`src/rtl/tinker_pkg.sv`:
```
// Tinker prefetch shared types and constants.
// Imported by the prefetch top and its FIFO.
package tinker_pkg;

  localparam logic [63:0] TINKER_RESET_PC = 64'h2000;
  localparam int TINKER_INST_W = 32;
  localparam int TINKER_ADDR_W = 64;

  typedef enum logic {
    PF_RUN,
    PF_HALTED
  } pf_state_t;

  typedef struct packed {
    logic [TINKER_ADDR_W-1:0] pc;
    logic [TINKER_INST_W-1:0] word;
  } pf_entry_t;

endpackage

```
`src/rtl/tinker_inst_fifo.sv`:
```
// In-order instruction queue of {pc, word} entries.
// Flush empties it; pointers wrap naturally (DEPTH is a power of two).
module tinker_inst_fifo
  import tinker_pkg::*;
#(
  parameter int DEPTH = 4
) (
  input  logic                   clk,
  input  logic                   reset,
  input  logic                   push,
  input  pf_entry_t              push_data,
  input  logic                   pop,
  input  logic                   flush,
  output logic [$clog2(DEPTH):0] occ,
  output pf_entry_t              head
);

  localparam int AW = $clog2(DEPTH);
  localparam int CW = AW + 1;

  pf_entry_t        mem [DEPTH];
  logic [AW-1:0]    rd_ptr;
  logic [AW-1:0]    wr_ptr;
  logic             do_push;
  logic             do_pop;

  assign do_pop  = pop & (occ != '0);
  assign do_push = push &
                   ((occ != CW'(DEPTH)) | do_pop);
  assign head    = mem[rd_ptr];

  // Pointer and occupancy update; storage needs no reset.
  always_ff @(posedge clk) begin
    if (!reset) begin
      rd_ptr <= '0;
      wr_ptr <= '0;
      occ    <= '0;
    end else if (flush) begin
      rd_ptr <= '0;
      wr_ptr <= '0;
      occ    <= '0;
    end else begin
      if (do_push) begin
        mem[wr_ptr] <= push_data;
        wr_ptr      <= wr_ptr + AW'(1);
      end
      if (do_pop) begin
        rd_ptr <= rd_ptr + AW'(1);
      end
      occ <= occ + CW'(do_push) - CW'(do_pop);
    end
  end

endmodule

```
`src/rtl/tinker_prefetch.sv`:
```
// Tinker instruction prefetch: sequential fetch, in-order queue,
// stale-response dropping on redirect, freeze on halt.
module tinker_prefetch
  import tinker_pkg::*;
#(
  parameter int          DEPTH    = 4,
  parameter logic [63:0] RESET_PC = TINKER_RESET_PC
) (
  input  logic        clk,
  input  logic        reset,
  output logic        imem_req,
  output logic [63:0] imem_addr,
  input  logic        imem_gnt,
  input  logic        imem_rvalid,
  input  logic [31:0] imem_rdata,
  output logic        inst_valid,
  output logic [31:0] inst_word,
  output logic [63:0] inst_pc,
  input  logic        inst_ready,
  input  logic        redirect_valid,
  input  logic [63:0] redirect_pc,
  input  logic        hlt
);

  localparam int CW = $clog2(DEPTH) + 1;

  pf_state_t   state;
  logic [63:0] fetch_pc;
  logic [63:0] resp_pc;
  logic [63:0] new_pc;
  logic [CW-1:0] occ;
  logic [CW-1:0] outstanding;
  logic [CW-1:0] drop_cnt;
  logic [CW-1:0] out_next;
  logic [CW:0]   inflight;
  logic        run;
  logic        issue;
  logic        rv;
  logic        redir;
  logic        push;
  logic        pop;
  logic        has_head;
  pf_entry_t   head;
  pf_entry_t   push_data;

  assign run      = (state == PF_RUN);
  assign inflight = {1'b0, occ} + {1'b0, outstanding};
  assign imem_req = reset & run &
                    (inflight < (CW+1)'(DEPTH));
  assign imem_addr = fetch_pc;
  assign issue    = imem_req & imem_gnt;
  // A response with nothing outstanding is ignored.
  assign rv       = imem_rvalid & (outstanding != '0);
  assign out_next = outstanding + CW'(issue) - CW'(rv);
  assign redir    = run & ~hlt & redirect_valid;
  assign push     = run & ~hlt & ~redir & rv &
                    (drop_cnt == '0);
  assign has_head = (occ != '0);
  assign inst_valid = run & has_head;
  assign pop      = inst_valid & inst_ready &
                    ~hlt & ~redir;
  assign new_pc   = redirect_pc & ~64'd3;
  assign push_data = '{pc: resp_pc, word: imem_rdata};
  assign inst_word = has_head ? head.word : '0;
  assign inst_pc   = has_head ? head.pc : '0;

  tinker_inst_fifo #(
    .DEPTH(DEPTH)
  ) u_fifo (
    .clk      (clk),
    .reset    (reset),
    .push     (push),
    .push_data(push_data),
    .pop      (pop),
    .flush    (redir),
    .occ      (occ),
    .head     (head)
  );

  // Run/halt state, fetch and response PCs, in-flight counters.
  always_ff @(posedge clk) begin
    if (!reset) begin
      state       <= PF_RUN;
      fetch_pc    <= RESET_PC;
      resp_pc     <= RESET_PC;
      outstanding <= '0;
      drop_cnt    <= '0;
    end else begin
      outstanding <= out_next;
      if (rv && drop_cnt != '0) begin
        drop_cnt <= drop_cnt - CW'(1);
      end
      if (issue) begin
        fetch_pc <= fetch_pc + 64'd4;
      end
      if (push) begin
        resp_pc <= resp_pc + 64'd4;
      end
      unique case (state)
        PF_RUN: begin
          if (hlt) begin
            state <= PF_HALTED;
          end else if (redirect_valid) begin
            fetch_pc <= new_pc;
            resp_pc  <= new_pc;
            drop_cnt <= out_next;
          end
        end
        PF_HALTED: begin
          state <= PF_HALTED;
        end
      endcase
    end
  end

  a_rvalid_outstanding: assert property (
    @(posedge clk) disable iff (!reset)
    imem_rvalid |-> (outstanding != '0)
  );

endmodule

```
`config.mk`:
```
export PLATFORM = sky130hd
export DESIGN_NAME = tinker_prefetch
export DESIGN_NICKNAME = d
export VERILOG_FILES = /design/src/rtl/tinker_pkg.sv /design/src/rtl/tinker_inst_fifo.sv /design/src/rtl/tinker_prefetch.sv
export SDC_FILE = /design/constraint.sdc
export NUM_CORES = 1
export LEC_CHECK = 0
export CAP_MARGIN = 20
export CELL_PAD_IN_SITES_DETAIL_PLACEMENT = 1
export CELL_PAD_IN_SITES_GLOBAL_PLACEMENT = 1
export CORE_UTILIZATION = 39
export DETAILED_ROUTE_END_ITERATION = 6
export PLACE_DENSITY_LB_ADDON = 0.1
export SETUP_SLACK_MARGIN = 0.5
export SLEW_MARGIN = 40
export SYNTH_ARGS = -nofsm -noshare
export SYNTH_HDL_FRONTEND = slang
export SYNTH_SLANG_ARGS = --single-unit
```
`constraint.sdc`:
```
create_clock -name clk -period 10.4 [get_ports clk]
set_input_delay 2.08 -clock clk [delete_from_list [all_inputs] [get_ports clk]]
set_output_delay 2.08 -clock clk [all_outputs]
set_load 0.01 [all_outputs]
```
# [Yosys cells after proc, flatten, opt, wreduce, memory -nomap -nowiden]
# Memories as Yosys holds them, arrays and structs flattened. A register that Yosys moved wholly into a read port is not among the register bits.
# Cells that the tools add are included.
[word_totals] regBits=142 ram_bits=384 in_bits=103 output_inout_bits=162 elab_cells=69 n_memories=1
[op_classes] addsub=10 magnitude_cmp=1 eq_ne=1 muxes=22 n_bitwise=20 n_reduce_logical=6
[memory_table] memory="u_fifo.mem" depth=4 word_bits=96 read_ports=1 rd_clocked_by_memory_dff=1 write_ports=1 line_no="tinker_inst_fifo.sv:21" source="pf_entry_t mem [DEPTH];"
[op_table] cell="2-to-1 mux 64 bit" count=9
[op_table] cell="adder 64 x 3 -> 64 bit, second input constant" count=2
[op_table] cell="2-to-1 mux 32 bit" count=1
[op_table] cell="AND 1 bit" count=15
[op_table] cell="2-to-1 mux 3 bit" count=4
[op_table] cell="nonzero test 3 bit" count=3
[op_table] cell="adder 3 x 1 -> 3 bit" count=2
[op_table] cell="subtractor 3 x 1 -> 3 bit" count=2
[op_table] cell="2-to-1 mux 1 bit" count=5
[op_table] cell="adder 2 x 1 -> 2 bit, second input constant" count=2
[op_table] cell="adder 3 x 3 -> 4 bit" count=1
[op_table] cell="less-than comparator 4 x 3 -> 1 bit, second input constant" count=1
[op_table] cell="2-to-1 mux 2 bit" count=2
[op_table] cell="inverter 1 bit" count=4
[op_table] cell="logical NOT 3 bit" count=1
[op_table] cell="!= test 3 bit, second input constant" count=1
[op_table] cell="subtractor 3 x 1 -> 3 bit, second input constant" count=1
[op_table] cell="case mux 1 bit (2 select lines)" count=1
[op_table] cell="OR reduction 2 bit" count=1
[op_table] cell="logical AND 1 bit" count=1
[op_table] cell="bitwise OR 1 bit" count=1

# [Depth between registers and ports, before layout]
# Gate-level depths: netlist of run 1.
[logic_depth] word_depth=12 ltp_mapped=14 ltp_nobuf=13

# [By module]
# A second synthesis of run 1 with hierarchy kept.
[unflattened] cells_unflattened=1606 hier_area_um2=22439.0
[by_module_without_submodules] mod="tinker_inst_fifo" instances=1 cells_per_inst=549 area_per_inst_um2=14301.2 seq_area_each_um2=11711.2
[by_module_without_submodules] mod="tinker_prefetch" instances=1 cells_per_inst=1057 area_per_inst_um2=8137.8 seq_area_each_um2=2622.5

# [Least setup slack after synthesis of run 1]
# OpenSTA, ideal clock, no wires.
[synth_path] path_type="in2reg" from="input port redirect_valid" to="memory u_fifo.mem[0][0] (netlist bit), enable pin" setup_ns=0.464 arrival_time_ns=5.193 required_ns=9.936 slack_ns=4.743 stages=6 n_path_buf=2 path_cell_list="or3b_2 -> clkbuf_1 -> clkbuf_1 -> nand2_1 -> nor2_1 -> and2_1"
[synth_between] elab_chain_len=10 word_cells_on_any_way=13 classes_between="mux (4); bitwise (9)"
[synth_lines] item="from (decl)" line_no="tinker_prefetch.sv:20" source="input logic redirect_valid,"
[synth_lines] item="AND 1 bit *" line_no="tinker_prefetch.sv:55" source="assign redir = run & ~hlt & redirect_valid;"
[synth_lines] item="inverter 1 bit" line_no="tinker_prefetch.sv:56, tinker_prefetch.sv:61"
[synth_lines] item="AND 1 bit, on equally long branches" line_no="tinker_prefetch.sv:56, tinker_prefetch.sv:61"
[synth_lines] item="AND 1 bit, on equally long branches" line_no="tinker_prefetch.sv:56, tinker_inst_fifo.sv:27"
[synth_lines] item="AND 1 bit / bitwise OR 1 bit (equally long branches)" line_no="tinker_prefetch.sv:56, tinker_inst_fifo.sv:29"
[synth_lines] item="AND 1 bit" line_no="tinker_inst_fifo.sv:28" source="assign do_push = push &"
[synth_lines] item="2-to-1 mux 1 bit" line_no="tinker_inst_fifo.sv:43" source="if (do_push) begin"
[synth_lines] item="2-to-1 mux 1 bit *" line_no="tinker_inst_fifo.sv:38" source="end else if (flush) begin"
[synth_lines] item="2-to-1 mux 1 bit *" line_no="tinker_inst_fifo.sv:34" source="if (!reset) begin"
[synth_lines] item="2-to-1 mux 1 bit (not written as such) *" line_no="tinker_inst_fifo.sv:44" source="mem[wr_ptr] <= push_data;"
[synth_lines] item="to (decl)" line_no="tinker_inst_fifo.sv:21"
# Every way passes the cells marked *; elsewhere a longest branch is shown, timed or not.

# [Final worst setup path of run 1]
[layout_path] from="input port reset" to="output port imem_req"
[layout_between] elab_chain_len=2
[layout_lines] item="from (decl)" line_no="tinker_prefetch.sv:10" source="input logic reset,"
[layout_lines] item="AND 1 bit (2 in a row)" line_no="tinker_prefetch.sv:48" source="assign imem_req = reset & run &"
[layout_lines] item="to (decl)" line_no="tinker_prefetch.sv:11" source="output logic imem_req,"
# Every way passes these cells.

==> impl_metrics.tcl, run 1 <==
set metrics [dict create \
    status "complete, no violations" \
    start_util_pct 39.6 \
    fin_crit_sh_pct 53.6 \
    area_growth_pct 24.0 \
    drive_gt1_share_pct 11.8 \
    nets 1935 \
    synth_mux_area_share_pct 9.87 \
    post_cts_buffers 0 \
    cp-end-kind "primary output" \
    grt_pass1_vias 15300 \
    fin_skew_ps 23.3 \
    min_path_type "reg -> reg" \
    grt_first_pass_wirelength_um 94000 \
    cp.required_ps 8320 \
    synth_common_cells "376 x edfxtp_1, 140 x dfxtp_1, 96 x nor2b_1" \
    max_slew_margin_pct 43.8 \
    crit_slowest_cell "clkdlybuf4s50_1" \
    worst-r2r-setup-slack_ps 6950 \
    r2r_cells 5 \
    die_area_mm2 0.0570 \
    ioPinCount 265 \
    p_per_area_mw_per_mm2 171 \
    yosys_warnings 0 \
    cpPeakStageDelay_ps 620 \
    worst_slack_ps 4830 \
    path_clk_slew_ps 60 \
    synthesis.area_mm2 0.0219 \
    setup_tns_ps 0 \
    placed_cells 2507 \
    antenna_found_initial 5 \
    finalMaxSlewViolations 0 \
    preCtsSetupSlack_ps 4740 \
    synth_top_area_share_pct 51.6 \
    pwr-share-comb_pct 7.1 \
    dieWidth_um 239 \
    routedWlPerCell_um 24.0 \
    hold_viol_final 0 \
    drt-met1-wl_um 27000 \
    crit_type "in -> out" \
    drc 0 \
    ys_ff_latch 516 \
    synth_simple_gate_area_share_pct 13.1 \
    layout_min_cycle_time_ps 5570 \
    ctsRootBufferMaster "clkbuf_16" \
    cts_resized 0 \
    fin_util_pct 49.1 \
    rsz0062_at_grt "false" \
    synth_fa_ha_area_share_pct 0.984 \
    whs_ps 546 \
    arrival_ps 3490 \
    die_h_um 239 \
    fin_area_mm2 0.0271 \
    portBuffers 258 \
    clock_sink_count 516 \
    placed_area_mm2 0.0253 \
    async_flop_share_pct 0 \
    fp-row-count 86 \
    viasPerCell 5.59 \
    place_congestion 0.792 \
    routed_wl_um 62600 \
    min_path_cells 2 \
    core-area_mm2 0.0552 \
    gr-total-overflow 0 \
    power.leakage_nw 8.29 \
    first_pass_iters 5 \
    p_total_mw 4.63 \
    power_frac_clock_pct 42.7 \
    start_kind "input port" \
    max_freq_ghz 0.179 \
    p_int_mw 3.58 \
    drt.antenna.violating_nets 0 \
    cts_hold_buf 0 \
    switching_share_pct 22.8 \
    synth_seq_area_share_pct 64.5 \
    min_from "u_fifo.rd_ptr[1]" \
    setup_viol 0 \
    postSynthAreaPerCell_um2 14.0 \
    hpwlAfterDp_um 42000 \
    fin_cells 2612 \
    netlist.top_cell.by_area "edfxtp_1" \
    synth.area.top_cells "edfxtp_1 52%, dfxtp_1 13%, mux4_2 9.7%" \
    vdd_drop_max_mv 0.126 \
    cts_buffers 55 \
    top_layer "met5" \
    clk_path_buf_depth 3 \
    synth_top_family_by_area "simple AND/OR/NAND/NOR gates" \
    crit-reg2reg-capture "u_fifo.mem[1][81]" \
    max_cap_violations 0 \
    grt_max_degree 76 \
    htree_num_levels 2 \
    cts_tree "yes" \
    drt_iter0_drc 779 \
    cp_cell_sequence "buf_2 -> nor3b_2 -> and3_1 -> clkdlybuf4s50_1" \
    post-synth-top-count-cell "edfxtp_1" \
    wl_met3_um 3410 \
    path_max_fanout 4 \
    routed-via-count 14600 \
    clock_latency_ps 610 \
    track_usage_pct 22.0 \
    worst_slew_pin_slew_ps 836 \
    synth_edf_count 376 \
    route.met2.wl_um 30800 \
    synth_compound_area_share_pct 6.68 \
    power.net_switching_mw 1.05 \
    r2r_start "state" \
    yosysUniqueCellTypes 55 \
    seqPwrFrac_pct 50.2 \
    postSynthCellCount 1563 \
    yosys.area_share.xor_xnor_pct 2.72 \
    synthFlopType "edfxtp_1" \
]
## worst max-delay path by stage
stage                    from                 to  cells past startpoint
6_report                reset           imem_req                      4
5_1_grt             flip-flop        inst_pc[23]                      4
4_1_cts             flip-flop        inst_pc[10]                      4
3_5_place_dp              hlt  u_fifo.mem[1][92]                      6
3_3_place_gp              hlt  u_fifo.mem[1][89]                      6
2_1_floorplan  redirect_valid   u_fifo.mem[0][0]                      6
## state kept, by name (all words and copies together), names as in the netlist, named ones only
register / count
resp_pc: 62
u_fifo.occ: 3
state: 1
u_fifo.rd_ptr: 2
u_fifo.wr_ptr: 2
outstanding: 3
imem_addr: 62
drop_cnt: 3
u_fifo.mem: 376
## power by group through the flow
stage,Clock [mW],Sequential [mW],Combinational (mW)
after floorplan,0,2.35,0.163
final,1.98,2.32,0.328
after global routing,2.10,2.33,0.357
after detailed placement,0,2.37,0.330
after CTS,2.02,2.32,0.333
after global placement,0,2.36,0.323
## critical path, delay by kind of cell
family	cells	cell delay, ps
buffers and inverters	2	740
AND/OR/NAND/NOR	2	680
## layout by cell type, fill, tap and decap left out, drive strengths merged, types with 4 or more instances in the layout
cell           synthesis  final
ha                    14     14
nand2                 65     65
mux4                  94     94
or3                   17     17
nor3b                  7      7
or4                   21     21
clkbuf                69     73
and2                  12     12
or2                    5      5
xor2                  22     22
nand4                 57     57
dfxtp                140    140
buf                   18     23
a21oi                 71     71
conb                   1      4
and3                  20     20
edfxtp               376    376
xnor2                 46     46
nor2                  50     50
mux2i                  4      4
inv                   30     31
nor4                  35     35
bufinv                 0      6
o21ai                 78     78
nor2b                 96     96
and4                  20     20
clkdlybuf4s50          0    257
clkinv                 0     21
o31ai                 24     24
a31oi                 34     34
nand3                 47     47
nor3                  39     39
a211oi                20     20
## layer usage
metal	vias up	track usage (%)
met5	-	0
met4	6	5.91
met3	93	4.72
met2	326	37.1
met1	7563	28.7
li1	6612	-
## cells by family (layout without fill, tap and decap cells)
family,after synthesis,count (layout)
DFF,516,516
and+or+nand+nor,500,500
AOI/OAI and AO/OA,247,247
buffers and inverters,117,413
muxes,98,98
xor gates and xnor gates,68,68
adders and majority gates,16,16
other,1,6
## final cells by class
class	count	area, µm²
flip-flops and latches	516	14100
repair buffers	280	2790
clock inverters	30	315
clock buffers	73	1510
well taps	748	936
diodes	2	5.00
inverters	30	113
multi-input cells	933	7340
fillers	5511	28100
(Power assumes the default switching activity.)
==> inputs of run 2 (changes only) <==
==> constraint.sdc (replaced) <==
create_clock -name clk -period 4.59 [get_ports clk]
set_input_delay 0.918 -clock clk [delete_from_list [all_inputs] [get_ports clk]]
set_output_delay 0.918 -clock clk [all_outputs]
set_load 0.01 [all_outputs]
==> run 2 against run 1 <==
  * Combinational power is 130% higher
  * Power increased by 120%
  * First-iteration DRC count is 16% higher
  * Worst hold slack lost 7.0 ps
  * Final area rose by 0.36%
  * Sequential share of layout area shrank 0.19 points
  * Critical path depth stayed put
  * Sequential cell count stayed put
  * Sequential power rose by 130%
  * Worst setup slack got worse by 3900 ps
  * Critical endpoint is now inst_pc[30]
  * Via count shrank 1.1%
  * Register-to-register slack got worse by 5500 ps
  * Critical path type is now reg -> out
==> impl_metrics.tcl, run 2 (synthesis gave the netlist of run 1 again) <==
set metrics [dict create \
    start_kind "flip-flop" \
    min_path_type "reg -> reg" \
    area_growth_pct 24.4 \
    crit_slowest_cell "dfxtp_4" \
    r2r_cells 5 \
    gr-total-overflow 0 \
    ctsRootBufferMaster "clkbuf_16" \
    fin_skew_ps 24.4 \
    fp-row-count 86 \
    first_pass_iters 4 \
    layout_min_cycle_time_ps 3620 \
    path_depth 4 \
    nets 1942 \
    cts_hold_buf 0 \
    max_freq_ghz 0.276 \
    min_from "u_fifo.rd_ptr[1]" \
    path_max_fanout 40 \
    drt.antenna.violating_nets 0 \
    htree_num_levels 2 \
    power.leakage_nw 8.33 \
    hpwlAfterDp_um 42100 \
    routed-via-count 14400 \
    fin_crit_sh_pct 79.0 \
    drive_gt1_share_pct 12.0 \
    start_util_pct 39.6 \
    finalMaxSlewViolations 0 \
    r2r_start "resp_pc[23]" \
    clk_path_buf_depth 3 \
    placed_area_mm2 0.0254 \
    max_slew_margin_pct 45.7 \
    cp.required_ps 3670 \
    setup_tns_ps 0 \
    max_cap_violations 0 \
    p_per_area_mw_per_mm2 380 \
    drt_iter0_drc 904 \
    worst_slew_pin_slew_ps 809 \
    path_clk_slew_ps 50 \
    whs_ps 539 \
    hold_viol_final 0 \
    critPathBufInv 2 \
    vdd_drop_max_mv 0.306 \
    post_cts_buffers 0 \
    drc 0 \
    cpLargestDelayFamily "buffers and inverters" \
    fin_area_mm2 0.0272 \
    portBuffers 258 \
    cp_cell_sequence "buf_12 -> mux4_2 -> nor2b_1 -> clkdlybuf4s50_1" \
    cts_resized 0 \
    antenna_found_initial 2 \
    status "complete, no violations" \
    grt_max_degree 120 \
    multi_input_area_mm2 0.00734 \
    dieWidth_um 239 \
    core-area_mm2 0.0552 \
    ioPinCount 265 \
    clock_latency_ps 620 \
    nFillCells 5529 \
    largest_register "u_fifo.mem" \
    grt_pass1_vias 15000 \
    largest_register_ff_count 376 \
    routed_wl_um 61900 \
    fin_util_pct 49.3 \
    grt_first_pass_wirelength_um 93100 \
    cts_buffers 56 \
    final_cell_mix "376 x edfxtp_1, 257 x clkdlybuf4s50_1, 138 x dfxtp_1" \
    arrival_ps 2710 \
    antenna_cells 0 \
    p_total_mw 10.3 \
    routedWlPerCell_um 23.6 \
    place_congestion 0.785 \
    die_h_um 239 \
    cp-end-kind "primary output" \
    cpPeakStageDelay_ps 750 \
    register_area_mm2 0.0141 \
    viasPerCell 5.52 \
    setup_viol 0 \
    min_path_cells 2 \
    cts_tree "yes" \
    rsz0062_at_grt "false" \
    clock_sink_count 516 \
    track_usage_pct 21.8 \
    crit_type "reg -> out" \
    die_area_mm2 0.0570 \
    final_common_cell "edfxtp_1" \
]
-- run 2: cell count changes in the layout (fill, tap and decap cells not counted), sizes merged --
cell      before  now
clkinv        21   22
buf           23   29
diode          2    0
clkbuf        73   80
bufinv         6    2
clkinvlp       2    1
inv           31   30
-- run 2: worst paths after layout --
| kind | to | slack [ps] |
|---|---|---|
| worst min-delay path | u_fifo.rd_ptr[1] | 540 |
| worst min register to register | u_fifo.rd_ptr[1] | 540 |
| worst max register to register | resp_pc[47] | 1440 |
| worst max-delay path | inst_pc[30] | 970 |
-- run 2: layout make-up --
| type | instances | area share [%] |
|---|---|---|
| Sequential cell | 516 | 51.8 |
| Multi-Input combinational cell | 933 | 27.0 |
| Timing Repair Buffer | 286 | 10.8 |
| Clock buffer | 80 | 5.74 |
| Tap cell | 748 | 3.44 |
| Clock inverter | 25 | 0.773 |
| Inverter | 30 | 0.414 |
-- run 2: metal layers --
metal	share of wire, %	global-route usage [%]	vias to the layer above
met5	0.044	0	-
met4	1.7	5.26	4
met3	5.3	4.43	74
met2	49	36.4	302
met1	44	29.1	7435
li1	-	-	6630
-- run 2: report_power, final --
group	internal, mW	switching [mW]
combinational	0.361	0.381
clock	2.48	1.85
sequential	5.10	0.160
total	7.95	2.39
-- run 2: worst min-delay path: stages (launching register included) --
cell and delay, ps:
dfxtp_1 320, xor2_1 70, nor2_1 110
-- run 2: through the flow --
step	instances	setup WS [ps]
2_1_floorplan	1566	1140
3_3_place_gp	2513	936
3_5_place_dp	2513	884
4_1_cts	2618	864
5_1_grt	2618	785
6_report	2618	965
==> inputs of run 3 (changes only) <==
==> constraint.sdc (replaced) <==
create_clock -name clk -period 3.1 [get_ports clk]
set_input_delay 0.62 -clock clk [delete_from_list [all_inputs] [get_ports clk]]
set_output_delay 0.62 -clock clk [all_outputs]
set_load 0.01 [all_outputs]
==> run 3 against run 2 <==
  * Worst hold slack got worse by 6.4 ps
  * Final cell count up 5.0%
  * Global-route usage rose by 1.3 points
  * Power is 50% higher
  * Clock-buffer cell count rose by 4
  * Sequential share of layout area shrank 3.2 points
  * Via count is 5.8% higher
  * Critical path type unchanged
  * Largest cell class unchanged
  * Highest routed layer unchanged
==> impl_metrics.tcl, run 3 (synthesis gave the netlist of run 1 again) <==
set metrics [dict create \
    cp-end-kind "primary output" \
    crit_type "reg -> out" \
    die_area_mm2 0.0570 \
    p_per_area_mw_per_mm2 534 \
    track_usage_pct 23.1 \
    drt_iter0_drc 928 \
    worst-r2r-setup-slack_ps 440 \
    area_growth_pct 32.8 \
    fp-row-count 86 \
    arrival_ps 2230 \
    critPathCapture "inst_pc[24]" \
    core-area_mm2 0.0552 \
    htree_num_levels 2 \
    portBuffers 258 \
    largest_register_ff_count 376 \
    fin_skew_ps 20.4 \
    power.leakage_nw 9.58 \
    crit-reg2reg-capture "drop_cnt[2]" \
    fin_crit_sh_pct 92.0 \
    ctsRootBufferMaster "clkbuf_16" \
    largest_register "u_fifo.mem" \
    cp_cell_sequence "buf_12 -> buf_12 -> buf_16 -> mux4_2 -> nor2b_1 -> buf_2" \
    dieWidth_um 239 \
    grt_first_pass_wirelength_um 98800 \
    max_cap_violations 0 \
    cts_tree "yes" \
    start_util_pct 39.6 \
    min_path_type "reg -> reg" \
    path_clk_slew_ps 60 \
    p_total_mw 15.5 \
    r2r_start "u_fifo.occ[2]" \
    vdd_drop_max_mv 0.363 \
    routed-via-count 15300 \
    drt.antenna.violating_nets 0 \
    max_freq_ghz 0.351 \
    viasPerCell 5.56 \
    cp_common_cell "buf_12" \
    die_h_um 239 \
    fin_cells 2748 \
    whs_ps 532 \
    r2r_cells 15 \
    hold_viol_final 0 \
    cts_hold_buf 0 \
    cpPeakStageDelay_ps 520 \
    finalMaxSlewViolations 0 \
    drc 0 \
    setup_viol 0 \
    cp.required_ps 2480 \
    ioPinCount 265 \
    final_cell_mix "376 x edfxtp_1, 161 x clkdlybuf4s50_1, 134 x dfxtp_1" \
    clock_latency_ps 610 \
    rsz0062_at_grt "true" \
    routed_wl_um 67600 \
    routedWlPerCell_um 24.6 \
    start_kind "flip-flop" \
    first_pass_iters 4 \
    crit_slowest_cell "mux4_2" \
    drive_gt1_share_pct 25.5 \
    gr-total-overflow 0 \
    max_slew_margin_pct 57.5 \
    placed_cells 2574 \
    cts_buffers 55 \
    hpwlAfterDp_um 42700 \
    grt_pass1_vias 15800 \
    fin_util_pct 52.6 \
    setup_tns_ps 0 \
    clock_sink_count 516 \
    status "complete, no violations" \
    clk_path_buf_depth 3 \
    antenna_found_initial 1 \
    worst_slew_pin_slew_ps 631 \
    place_congestion 0.813 \
    path_max_fanout 6 \
    final_common_cell "edfxtp_1" \
    nets 2074 \
    grt_max_degree 85 \
    layout_min_cycle_time_ps 2850 \
    antenna_cells 0 \
]
## run 3: changes by cell type in the layout (fill, tap and decap cells not counted), moves of 12 or more
cell / before / now
buf_6: 0 / 61
buf_2: 1 / 35
nor2b_4: 0 / 46
clkbuf_2: 0 / 13
clkdlybuf4s50_1: 257 / 161
buf_12: 13 / 30
nor2b_1: 96 / 50
buf_4: 15 / 96
buf_16: 0 / 12
## run 3: per-layer routing
metal	up-vias	wire (µm)	GRT usage, %
met3	91	3070	3.68
met2	369	33100	38.8
met1	7916	30000	31.4
met4	2	1450	5.71
li1	6902	-	-
met5	-	9	0
## run 3: cell type report
cell class	count	area (µm²)
timing repair buffer	416	4330
tap	748	936
inverter	30	120
clock buffer	84	1590
fill	5439	26200
clock inverter	18	139
sequential	516	14100
multi-input combinational	936	7820
## run 3: what timing repair did
item,CTS,global route
resized for setup,468,103
endpoints found under the setup margin,101,117
gates cloned,10,5
pin swaps,5,6
buffers inserted,35,22
## run 3: worst min-delay path by stage
| stage | from | endpoint | depth (start not counted) | slack (ps) |
|---|---|---|---|---|
| final | imem_addr[48] | imem_addr[48] | 2 | 530 |
| after global routing | resp_pc[19] | u_fifo.mem[0][51] | 0 | 560 |
| after CTS | imem_addr[48] | imem_addr[48] | 2 | 530 |
| after detailed placement | imem_addr[48] | imem_addr[48] | 2 | 510 |
| after global placement | u_fifo.rd_ptr[0] | flip-flop | 2 | 510 |
| after floorplan | resp_pc[40] | u_fifo.mem[0][72] | 0 | 480 |
## run 3: power by group
| group | switching, mW | internal (mW) | total, mW |
|---|---|---|---|
| Sequential | 0.226 | 7.56 | 7.78 |
| Combinational | 0.692 | 0.677 | 1.37 |
| Clock | 2.67 | 3.68 | 6.35 |
## run 3: worst max-delay path, delay by kind of cell, from the launching register on
family / cells / cell delay [ps]
AND/OR/NAND/NOR: 1 / 140
buffers and inverters: 4 / 570
multiplexers: 1 / 520
flip-flops: 1 / 390
## run 3: stage by stage
stage                     cell area [µm²]  setup slack [ps]
after detailed placement            26000              13.0
after floorplan                     21900               512
after global placement              26000              31.9
after CTS                           28500               208
final                               29000               248
after global routing                29000               189
